$ cat src/rtl/fft_seq_ctrl.sv
// ---------------------------------------------------------------------------
// fft_seq_ctrl
//
// Sequencer for an in-place radix-2 decimation-in-time FFT datapath.
// A start pulse begins a LOAD phase: the next 2**N_LOG2 input samples are
// written to data RAM port A at bit-reversed addresses. A CALC phase follows.
// It runs N_LOG2 stages of N/2 butterflies. Each butterfly performs these
// steps in order:
//   - read its operand pair
//   - pulse bf_start together with the twiddle index
//   - write both results back to the same addresses.
// When the last write-back is issued the sequencer enters DONE. In DONE it
// raises fft_finish and returns RAM read port A to the external readout
// address.
//
// Parameters
//   N_LOG2  log2 of the transform length (>= 2)
//   BF_LAT  butterfly latency from bf_start to result valid (>= 1)
//
// Optional feature macro
//   FFT_CTRL_IFFT_EN  when defined, ifft_mode is latched with an accepted
//                     start and drives tw_conj for the whole CALC phase;
//                     when undefined, ifft_mode is ignored and tw_conj is 0.
//
// Ports
//   clk          system clock
//   rst          asynchronous reset, active-high
//   initial_en   1-cycle start pulse (ignored while busy)
//   read_addr    readout address, routed to ram_raddr_a outside CALC
//   ifft_mode    inverse-transform request, sampled with initial_en
//   ram_we       RAM write enable
//   ram_wsel     0: port A <- external data, 1: ports A/B <- butterfly
//   ram_waddr_a  write address port A
//   ram_waddr_b  write address port B
//   ram_raddr_a  read address port A
//   ram_raddr_b  read address port B
//   bf_start     butterfly operand-capture pulse
//   tw_idx       twiddle ROM index, valid with bf_start
//   tw_conj      conjugate twiddle during CALC
//   busy         high in LOAD and CALC
//   fft_finish   high in DONE
// ---------------------------------------------------------------------------
module fft_seq_ctrl #(
    parameter int N_LOG2 = 3,
    parameter int BF_LAT = 2
) (
    input  logic              clk,
    input  logic              rst,
    input  logic              initial_en,
    input  logic [N_LOG2-1:0] read_addr,
    input  logic              ifft_mode,
    output logic              ram_we,
    output logic              ram_wsel,
    output logic [N_LOG2-1:0] ram_waddr_a,
    output logic [N_LOG2-1:0] ram_waddr_b,
    output logic [N_LOG2-1:0] ram_raddr_a,
    output logic [N_LOG2-1:0] ram_raddr_b,
    output logic              bf_start,
    output logic [N_LOG2-2:0] tw_idx,
    output logic              tw_conj,
    output logic              busy,
    output logic              fft_finish
);

    localparam int K_W  = N_LOG2 - 1;
    localparam int S_W  = (N_LOG2 > 1) ? $clog2(N_LOG2) : 1;
    localparam int PH_W = $clog2(BF_LAT + 2);

    localparam logic [N_LOG2-1:0] CNT_LAST = {N_LOG2{1'b1}};
    localparam logic [K_W-1:0]    K_LAST   = {K_W{1'b1}};
    localparam logic [S_W-1:0]    S_LAST   = S_W'(N_LOG2 - 1);
    localparam logic [PH_W-1:0]   PH_BF    = PH_W'(1);
    localparam logic [PH_W-1:0]   PH_LAST  = PH_W'(BF_LAT + 1);

    typedef enum logic [1:0] {
        IDLE,
        LOAD,
        CALC,
        DONE
    } state_t;

    state_t            state_q, state_d;
    logic [N_LOG2-1:0] cnt_q, cnt_d;
    logic [S_W-1:0]    s_q, s_d;
    logic [K_W-1:0]    k_q, k_d;
    logic [PH_W-1:0]   ph_q, ph_d;
    logic              start_acc;

    logic [N_LOG2-1:0] k_ext, span, pos, addr_a, addr_b;
    logic [K_W-1:0]    tw_val;

    function automatic logic [N_LOG2-1:0] bitrev(input logic [N_LOG2-1:0] v);
        logic [N_LOG2-1:0] r;
        for (int i = 0; i < N_LOG2; i++) begin
            r[i] = v[N_LOG2-1-i];
        end
        return r;
    endfunction

    // A start is only taken when not busy.
    assign start_acc = initial_en && ((state_q == IDLE) || (state_q == DONE));

`ifdef FFT_CTRL_IFFT_EN
    logic conj_q;
    always_ff @(posedge clk or posedge rst) begin
        if (rst) begin
            conj_q <= 1'b0;
        end else if (start_acc) begin
            conj_q <= ifft_mode;
        end
    end
`else
    logic conj_q;
    logic unused_ifft_mode;
    assign conj_q           = 1'b0;
    assign unused_ifft_mode = ifft_mode;
`endif

    // Butterfly k of stage s pairs addr_a with addr_a + span. Here addr_a is
    // k with a zero inserted at bit position s. The twiddle index is the
    // position inside the group, scaled up to the full-length ROM.
    always_comb begin
        k_ext  = {1'b0, k_q};
        span   = N_LOG2'(1) << s_q;
        pos    = k_ext & (span - 1'b1);
        addr_a = (((k_ext >> s_q) << s_q) << 1) | pos;
        addr_b = addr_a + span;
        tw_val = pos[K_W-1:0] << (S_LAST - s_q);
    end

    always_ff @(posedge clk or posedge rst) begin
        if (rst) begin
            state_q <= IDLE;
            cnt_q   <= '0;
            s_q     <= '0;
            k_q     <= '0;
            ph_q    <= '0;
        end else begin
            state_q <= state_d;
            cnt_q   <= cnt_d;
            s_q     <= s_d;
            k_q     <= k_d;
            ph_q    <= ph_d;
        end
    end

    always_comb begin
        state_d     = state_q;
        cnt_d       = cnt_q;
        s_d         = s_q;
        k_d         = k_q;
        ph_d        = ph_q;
        ram_we      = 1'b0;
        ram_wsel    = 1'b0;
        ram_waddr_a = '0;
        ram_waddr_b = '0;
        ram_raddr_a = read_addr;
        ram_raddr_b = '0;
        bf_start    = 1'b0;
        tw_idx      = '0;
        tw_conj     = 1'b0;
        busy        = 1'b0;
        fft_finish  = 1'b0;

        unique case (state_q)
            IDLE: begin
                if (start_acc) begin
                    state_d = LOAD;
                    cnt_d   = '0;
                end
            end

            LOAD: begin
                busy        = 1'b1;
                ram_we      = 1'b1;
                ram_waddr_a = bitrev(cnt_q);
                cnt_d       = cnt_q + 1'b1;
                if (cnt_q == CNT_LAST) begin
                    state_d = CALC;
                end
            end

            CALC: begin
                busy        = 1'b1;
                ram_raddr_a = addr_a;
                ram_raddr_b = addr_b;
                tw_conj     = conj_q;
                if (ph_q == PH_BF) begin
                    bf_start = 1'b1;
                    tw_idx   = tw_val;
                end
                if (ph_q == PH_LAST) begin
                    // Write-back phase; also the point where counters advance.
                    ram_we      = 1'b1;
                    ram_wsel    = 1'b1;
                    ram_waddr_a = addr_a;
                    ram_waddr_b = addr_b;
                    ph_d        = '0;
                    k_d         = k_q + 1'b1;
                    if (k_q == K_LAST) begin
                        k_d = '0;
                        s_d = s_q + 1'b1;
                        if (s_q == S_LAST) begin
                            s_d     = '0;
                            state_d = DONE;
                        end
                    end
                end else begin
                    ph_d = ph_q + 1'b1;
                end
            end

            DONE: begin
                fft_finish = 1'b1;
                if (start_acc) begin
                    state_d = LOAD;
                    cnt_d   = '0;
                end
            end

            default: begin
                state_d = IDLE;
            end
        endcase
    end

endmodule
$ cat config.mk
export PLATFORM = sky130hd
export DESIGN_NAME = fft_seq_ctrl
export DESIGN_NICKNAME = d
export VERILOG_FILES = /design/src/rtl/fft_seq_ctrl.sv
export SDC_FILE = /design/constraint.sdc
export NUM_CORES = 1
export LEC_CHECK = 0
export CORE_MARGIN = 4
export CORE_UTILIZATION = 43
export CTS_BUF_LIST = sky130_fd_sc_hd__clkbuf_4 sky130_fd_sc_hd__clkbuf_8
export CTS_CLUSTER_DIAMETER = 80
export CTS_CLUSTER_SIZE = 10
export DETAILED_ROUTE_END_ITERATION = 10
export GPL_TIMING_DRIVEN = 0
export MAX_ROUTING_LAYER = met4
export PLACE_DENSITY = 0.77
export SYNTH_ARGS = -nofsm -noshare
export SYNTH_HDL_FRONTEND = slang
export SYNTH_SLANG_ARGS = --single-unit
$ cat constraint.sdc
create_clock -name clk -period 2.2 [get_ports clk]
set_input_delay 0.22 -clock clk [delete_from_list [all_inputs] [get_ports clk]]
set_output_delay 0.22 -clock clk [all_outputs]
set_load 0.01 [all_outputs]
==> impl_metrics.csv, run 1 <==
group,metric,value,unit
outcome,outcome,"complete, but fails checks",
outcome,failed_checks,"setup timing",
timing,setup_slack,-0.221,ns
setup_path,critical_path_sink,"ram_raddr_b[2]",
clocking,library_cell_used_as_clock_root_buffer,"clkbuf_4",
clocking,tritoncts_clock_tree,"yes",
setup_path,worst_setup_path_start_kind,"flop",
route,initialDrtViolationCount,14,
setup_path,rr_endpoint,"state_q[0]$_DFFE_PP0P_",
yosys,asyncSetResetFlopFracSynth,1.00,
clocking,cts.reportedPaths.clkPinSlew,0.08,ns
clocking,cts-root-to-sink-buffers,2,
timing,final_hold_viols,0,
setup_path,r2r_slack,0.57,ns
power_and_ir_drop,power_per_cell_area,1220,nW/µm²
placement,port_buffers,24,
setup_path,critPathMaxFanout,4,
clocking,clock_sinks,11,
setup_path,endpoint_kind,"output port",
timing,tightestPinTransition,0.609,ns
placement,placed_cells_incl_taps,149,
placement,detailedPlace.worstSlack,-0.638,ns
clocking,htree_levels,1,
global_routing,grt_max_degree,12,
yosys,yosysWarningCount,0,
timing,fmax,0.413,GHz
finish,instances_no_fill,165,
global_routing,grt_remaining_overflow,0,
setup_path,timing_worst_setup_path_type,"reg2out",
timing,finClkSkew,0.00415,ns
setup_path,worstPathCellList,"buf_4, nor3b_4, a21oi_2, fa_2, or3_4, a21oi_4, buf_6",
setup_path,crit_path_max_incr_delay,0.45,ns
power_and_ir_drop,peakVddDrop,0.732,mV
placement,place_congestion,0.805,
yosys,post_synth.cell_area_avg,9.24,µm²
global_routing,first_pass_grt_wire_length,3840,µm
setup_path,cp_data_required_time,1.98,ns
timing,min_period,2.42,ns
route,detailroute.via_count,855,
job,drv.max_cap_violation_count,0,
yosys,post_synth_inst_count,98,
route,route.detailed.wl_per_inst,14.8,µm
finish,area_growth_syn_to_layout,53.9,%
finish,layout.filler_cells,149,
route,drt_wl_total,2440,µm
placement,placed_area,1220,µm²
timing,grt_setup_unrepaired,"true",
yosys,synth.cell_area,906,µm²
route,vias_per_cell,5.18,
timing,final-max-slew-violation-count,0,
timing,post-route-period-util,1.10,
finish,finalNetCount,159,
global_routing,antenna_violations_before_repair,0,
yosys,syn_nets,118,
route,first_pass_iteration_count_of_the_detailed_router,4,
global_routing,grt_pass1_vias,843,
finish,antenna-diode-count,0,
setup_path,worst_ep_arrival_time,2.20,ns
yosys,count_of_flip_flops_with_a_built_in_enable_after_synthesis,0,
die,die-width,53.9,µm
yosys,yosys_register_bits,11,
clocking,holdBufCountCts,0,
setup_path,timing.reg2reg.worst_path_depth,7,
setup_path,timing.rr.start,"s_q[0]$_DFFE_PP0P_",
hold_path,holdCritPathClass,"in2async",
die,die_h,53.9,µm
finish,drive_gt1_frac,0.341,
route,post-route-drc-count,0,
route,final_antenna_net_count,0,
power_and_ir_drop,power_leakage,0.733,nW
die,fp.dieArea,2910,µm²
yosys,synth_cell_type_count,36,
timing,relative_slew_slack,0.590,
die,starting_density,0.457,
yosys,synth-main-ff-cell,"dfrtp_1",
clocking,worst_skew_pair.late_latency,0.27,ns
global_routing,grtUsageTotal,0.192,
setup_path,critical_path.slowest_cell,"dfrtp_2",
timing,timing.setup.tns,-0.437,ns
setup_path,worstPathBufferInverterCount,2,
clocking,cts_inserted_buffers,3,
setup_path,cp-startpoint,"s_q[0]$_DFFE_PP0P_",
yosys,synth_seq_area_share,0.304,
placement,dp_hpwl,1620,µm
setup_path,crit_cells,7,
die,pin_count,27,
finish,fin_area,1390,µm²
setup_path,crit_family,"simple AND/OR/NAND/NOR gates",
power_and_ir_drop,design_power_total,0.00169,W
die,core_region_area,1980,µm²
timing,finalSetupViolCount,2,
die,rows,16,
-- cell type report --
type	count	area, µm²	share of cell area
Timing Repair Buffer	36	322	0.231
Sequential cell	11	278	0.199
Inverter	10	42.5	0.0305
Multi-Input combinational cell	74	664	0.477
Clock buffer	4	30.0	0.0215
Buffer	3	23.8	0.0171
Tap cell	27	33.8	0.0242
-- metal layers --
layer | global-route usage | vias up | wire length [µm]
li1 | - | 411 | -
met1 | 0.242 | 411 | 1050
met2 | 0.306 | 29 | 1260
met3 | 0.0277 | 4 | 95
met4 | 0.0766 | 0 | 32
met5 | - | - | 0
-- Yosys cell counts (all sizes together), types with 2 or more instances --
cell type,n,area (µm²)
ha,12,150
dfrtp,11,275
nor2,11,41.3
inv,9,33.8
nand2,8,40.0
a21oi,6,30.0
mux2,5,60.1
nor2b,4,32.5
buf,3,23.8
mux2i,3,30.0
a22o,2,17.5
a22oi,2,15.0
and2,2,12.5
conb,2,7.51
nor3b,2,15.0
o21ai,2,10.0
-- worst min path at each step --
stage,end,cells after the start,startpoint,slack (ns)
6_report,state_q[1]$_DFFE_PP0P_,2,rst,0.25
4_1_cts,state_q[1]$_DFFE_PP0P_,2,rst,0.27
5_1_grt,state_q[1]$_DFFE_PP0P_,2,rst,0.28
2_1_floorplan,cnt_q[0]$_DFFE_PP0P_,1,rst,0.07
3_5_place_dp,ph_q[0]$_DFFE_PP0P_,1,ph_q[0]$_DFFE_PP0P_,0.54
3_3_place_gp,cnt_q[2]$_DFFE_PP0P_,1,cnt_q[2]$_DFFE_PP0P_,0.52
-- metrics by stage --
stage	utilization	hold WS [ns]
2_1_floorplan	-	0.0724
3_3_place_gp	0.616	0.517
3_5_place_dp	0.616	0.537
4_1_cts	0.682	0.267
5_1_grt	0.703	0.275
6_report	0.703	0.250
-- layout by cell type, fill, tap and decap left out, types with 3 or more instances in the layout --
cell type / count
dlygate4sd2_1: 7
buf_4: 13
clkbuf_4: 4
ha_1: 10
buf_6: 3
inv_1: 6
mux2_2: 4
nand2_1: 6
mux2i_1: 3
clkdlybuf4s50_1: 10
buf_2: 3
a21oi_1: 3
nor2_1: 11
dlymetal6s2s_1: 3
dfrtp_1: 9
-- flip-flops by register name, summed over array words and instances (netlist names) --
signal	cells
s_q	2
cnt_q	3
k_q	2
ph_q	2
state_q	2
-- repair_timing --
| action | 4_1_cts | 5_1_grt |
|---|---|---|
| pin swaps | 6 | 2 |
| gates resized for setup | 37 | 5 |
| endpoints found under the setup margin | 14 | 7 |
| cloned | 0 | 0 |
| setup buffers | 9 | 3 |
-- cell families after synthesis --
| family | after synthesis | synth area share |
|---|---|---|
| xor gates and xnor gates | 1 | 0.00967 |
| other | 2 | 0.00829 |
| DFF | 11 | 0.304 |
| muxes | 8 | 0.0994 |
| and+or+nand+nor | 32 | 0.188 |
| AOI/OAI and AO/OA | 18 | 0.134 |
| buffers and inverters | 13 | 0.0690 |
| adders and majority gates | 13 | 0.188 |
-- power breakdown --
group / internal [W] / switching, W
sequential: 0.000281 / 0.0000872
combinational: 0.000602 / 0.000569
clock: 0.0000825 / 0.0000725
Power figures use the tool's default switching activity.
==> run 2, diff against run 1 <==
--- a/config.mk
+++ b/config.mk
@@ -8,12 +8,12 @@
 export CORE_MARGIN = 4
 export CORE_UTILIZATION = 43
 export CTS_BUF_LIST = sky130_fd_sc_hd__clkbuf_4 sky130_fd_sc_hd__clkbuf_8
-export CTS_CLUSTER_DIAMETER = 80
 export CTS_CLUSTER_SIZE = 10
 export DETAILED_ROUTE_END_ITERATION = 10
 export GPL_TIMING_DRIVEN = 0
 export MAX_ROUTING_LAYER = met4
 export PLACE_DENSITY = 0.77
+export REMOVE_ABC_BUFFERS = 1
 export SYNTH_ARGS = -nofsm -noshare
 export SYNTH_HDL_FRONTEND = slang
 export SYNTH_SLANG_ARGS = --single-unit
==> impl_metrics.csv, run 2 (synthesis results as in run 1) <==
group,metric,value,unit
clocking,holdBufCountCts,0,
clocking,tritoncts_clock_tree,"yes",
hold_path,holdCritPathClass,"in2async",
timing,final_hold_viols,0,
timing,setup_slack,-0.203,ns
clocking,worst_skew_pair.late_latency,0.29,ns
route,vias_per_cell,5.22,
setup_path,crit_cells,7,
route,route.detailed.wl_per_inst,15.8,µm
global_routing,first_pass_grt_wire_length,4020,µm
outcome,failed_checks,"setup timing",
global_routing,grt_pass1_vias,810,
die,die-width,53.9,µm
timing,post-route-period-util,1.09,
finish,finalNetCount,160,
setup_path,endpoint_kind,"output port",
setup_path,worstPathBufferInverterCount,2,
outcome,outcome,"complete, but fails checks",
clocking,library_cell_used_as_clock_root_buffer,"clkbuf_4",
clocking,cts_inserted_buffers,3,
finish,top_register,"cnt_q",
global_routing,grtUsageTotal,0.205,
die,rows,16,
setup_path,crit_path_max_incr_delay,0.45,ns
timing,whs,0.224,ns
global_routing,grt_max_degree,12,
clocking,cts-root-to-sink-buffers,2,
finish,drive_gt1_frac,0.374,
power_and_ir_drop,power_leakage,0.776,nW
placement,detailedPlace.worstSlack,-0.789,ns
setup_path,worstPathCellList,"buf_4, nor3b_4, a21oi_4, fa_2, or3_4, a21oi_1, buf_2",
finish,instances_no_fill,166,
power_and_ir_drop,power_per_cell_area,1260,nW/µm²
setup_path,timing.reg2reg.worst_path_depth,7,
setup_path,worst_ep_arrival_time,2.18,ns
finish,most_used_cells_in_the_layout_excluding_fill_and_tap_cells,"buf_4 (16), nor2_1 (10), dfrtp_1 (9), clkdlybuf4s50_1 (9), ha_1 (7)",
timing,finClkSkew,0.000824,ns
finish,layout.filler_cells,145,
setup_path,critical_path.slowest_cell,"dfrtp_2",
finish,antenna-diode-count,0,
route,detailroute.via_count,867,
setup_path,critPathMaxFanout,4,
setup_path,timing_worst_setup_path_type,"reg2out",
clocking,cts.reportedPaths.clkPinSlew,0.08,ns
die,fp.dieArea,2910,µm²
job,drv.max_cap_violation_count,0,
route,drt_wl_total,2630,µm
finish,area_growth_syn_to_layout,56.1,%
timing,finalSetupViolCount,3,
clocking,clock_sinks,11,
route,first_pass_iteration_count_of_the_detailed_router,4,
placement,port_buffers,24,
timing,min_period,2.40,ns
finish,largest_register_ffs,3,
route,final_antenna_net_count,0,
setup_path,cp_data_required_time,1.98,ns
finish,mostFrequentLayoutCell,"buf_4",
placement,dp_hpwl,1600,µm
route,post-route-drc-count,0,
die,starting_density,0.457,
placement,place_congestion,0.781,
power_and_ir_drop,peakVddDrop,0.728,mV
placement,placed_cells_incl_taps,146,
setup_path,worst_setup_path_start_kind,"flop",
die,pin_count,27,
finish,fin_area,1410,µm²
global_routing,antenna_violations_before_repair,0,
timing,final-max-slew-violation-count,0,
clocking,htree_levels,1,
setup_path,crit_family,"simple AND/OR/NAND/NOR gates",
placement,placed_area,1160,µm²
die,core_region_area,1980,µm²
timing,grt_setup_unrepaired,"true",
timing,fmax,0.416,GHz
route,initialDrtViolationCount,21,
global_routing,grt_remaining_overflow,0,
die,die_h,53.9,µm
==> run 2: worst paths after layout <==
check / startpoint / to / slack [ns]
setup reg to reg: s_q[0]$_DFFE_PP0P_ / state_q[0]$_DFFE_PP0P_ / 0.52
max in group asynchronous: rst / s_q[1]$_DFFE_PP0P_ / 1.64
hold reg to reg: ph_q[1]$_DFFE_PP0P_ / ph_q[1]$_DFFE_PP0P_ / 0.56
min in group clk: ph_q[1]$_DFFE_PP0P_ / ph_q[1]$_DFFE_PP0P_ / 0.56
hold / removal: rst / state_q[0]$_DFFE_PP0P_ / 0.22
setup / recovery: s_q[0]$_DFFE_PP0P_ / ram_waddr_b[2] / -0.20
==> run 2: final cells by class <==
type / instances / area (µm²) / share of cell area
Multi-Input combinational cell: 74 / 678 / 0.480
Timing Repair Buffer: 40 / 349 / 0.247
Sequential cell: 11 / 278 / 0.196
Inverter: 10 / 45.0 / 0.0319
Tap cell: 27 / 33.8 / 0.0239
Clock buffer: 4 / 30.0 / 0.0212
==> run 2: metrics by stage <==
step / power [W] / utilization / setup TNS, ns
2_1_floorplan: 0.000948 / - / -0.272
3_5_place_dp: 0.00128 / 0.583 / -2.45
5_1_grt: 0.00191 / 0.713 / -0.767
6_report: 0.00179 / 0.713 / -0.419
3_3_place_gp: 0.00124 / 0.583 / -2.46
4_1_cts: 0.00164 / 0.665 / -0.285
==> run 2: what timing repair did <==
action / in CTS / in global routing
resized for setup: 41 / 13
pin swaps: 8 / 1
endpoints found under the setup margin: 16 / 10
setup buffers: 9 / 7
==> run 2: report_power, final <==
| part | switching [W] | internal, W |
|---|---|---|
| clock | 0.0000869 | 0.0000831 |
| sequential | 0.000100 | 0.000280 |
| combinational | 0.000578 | 0.000659 |
| total | 0.000765 | 0.00102 |
==> run 2: per-layer routing <==
| metal | GRT usage | up-vias | wire [µm] |
|---|---|---|---|
| met5 | - | - | 0 |
| met4 | 0.0894 | 0 | 65 |
| met3 | 0.0388 | 7 | 125 |
| met2 | 0.327 | 35 | 1360 |
| met1 | 0.251 | 412 | 1070 |
| li1 | - | 413 | - |
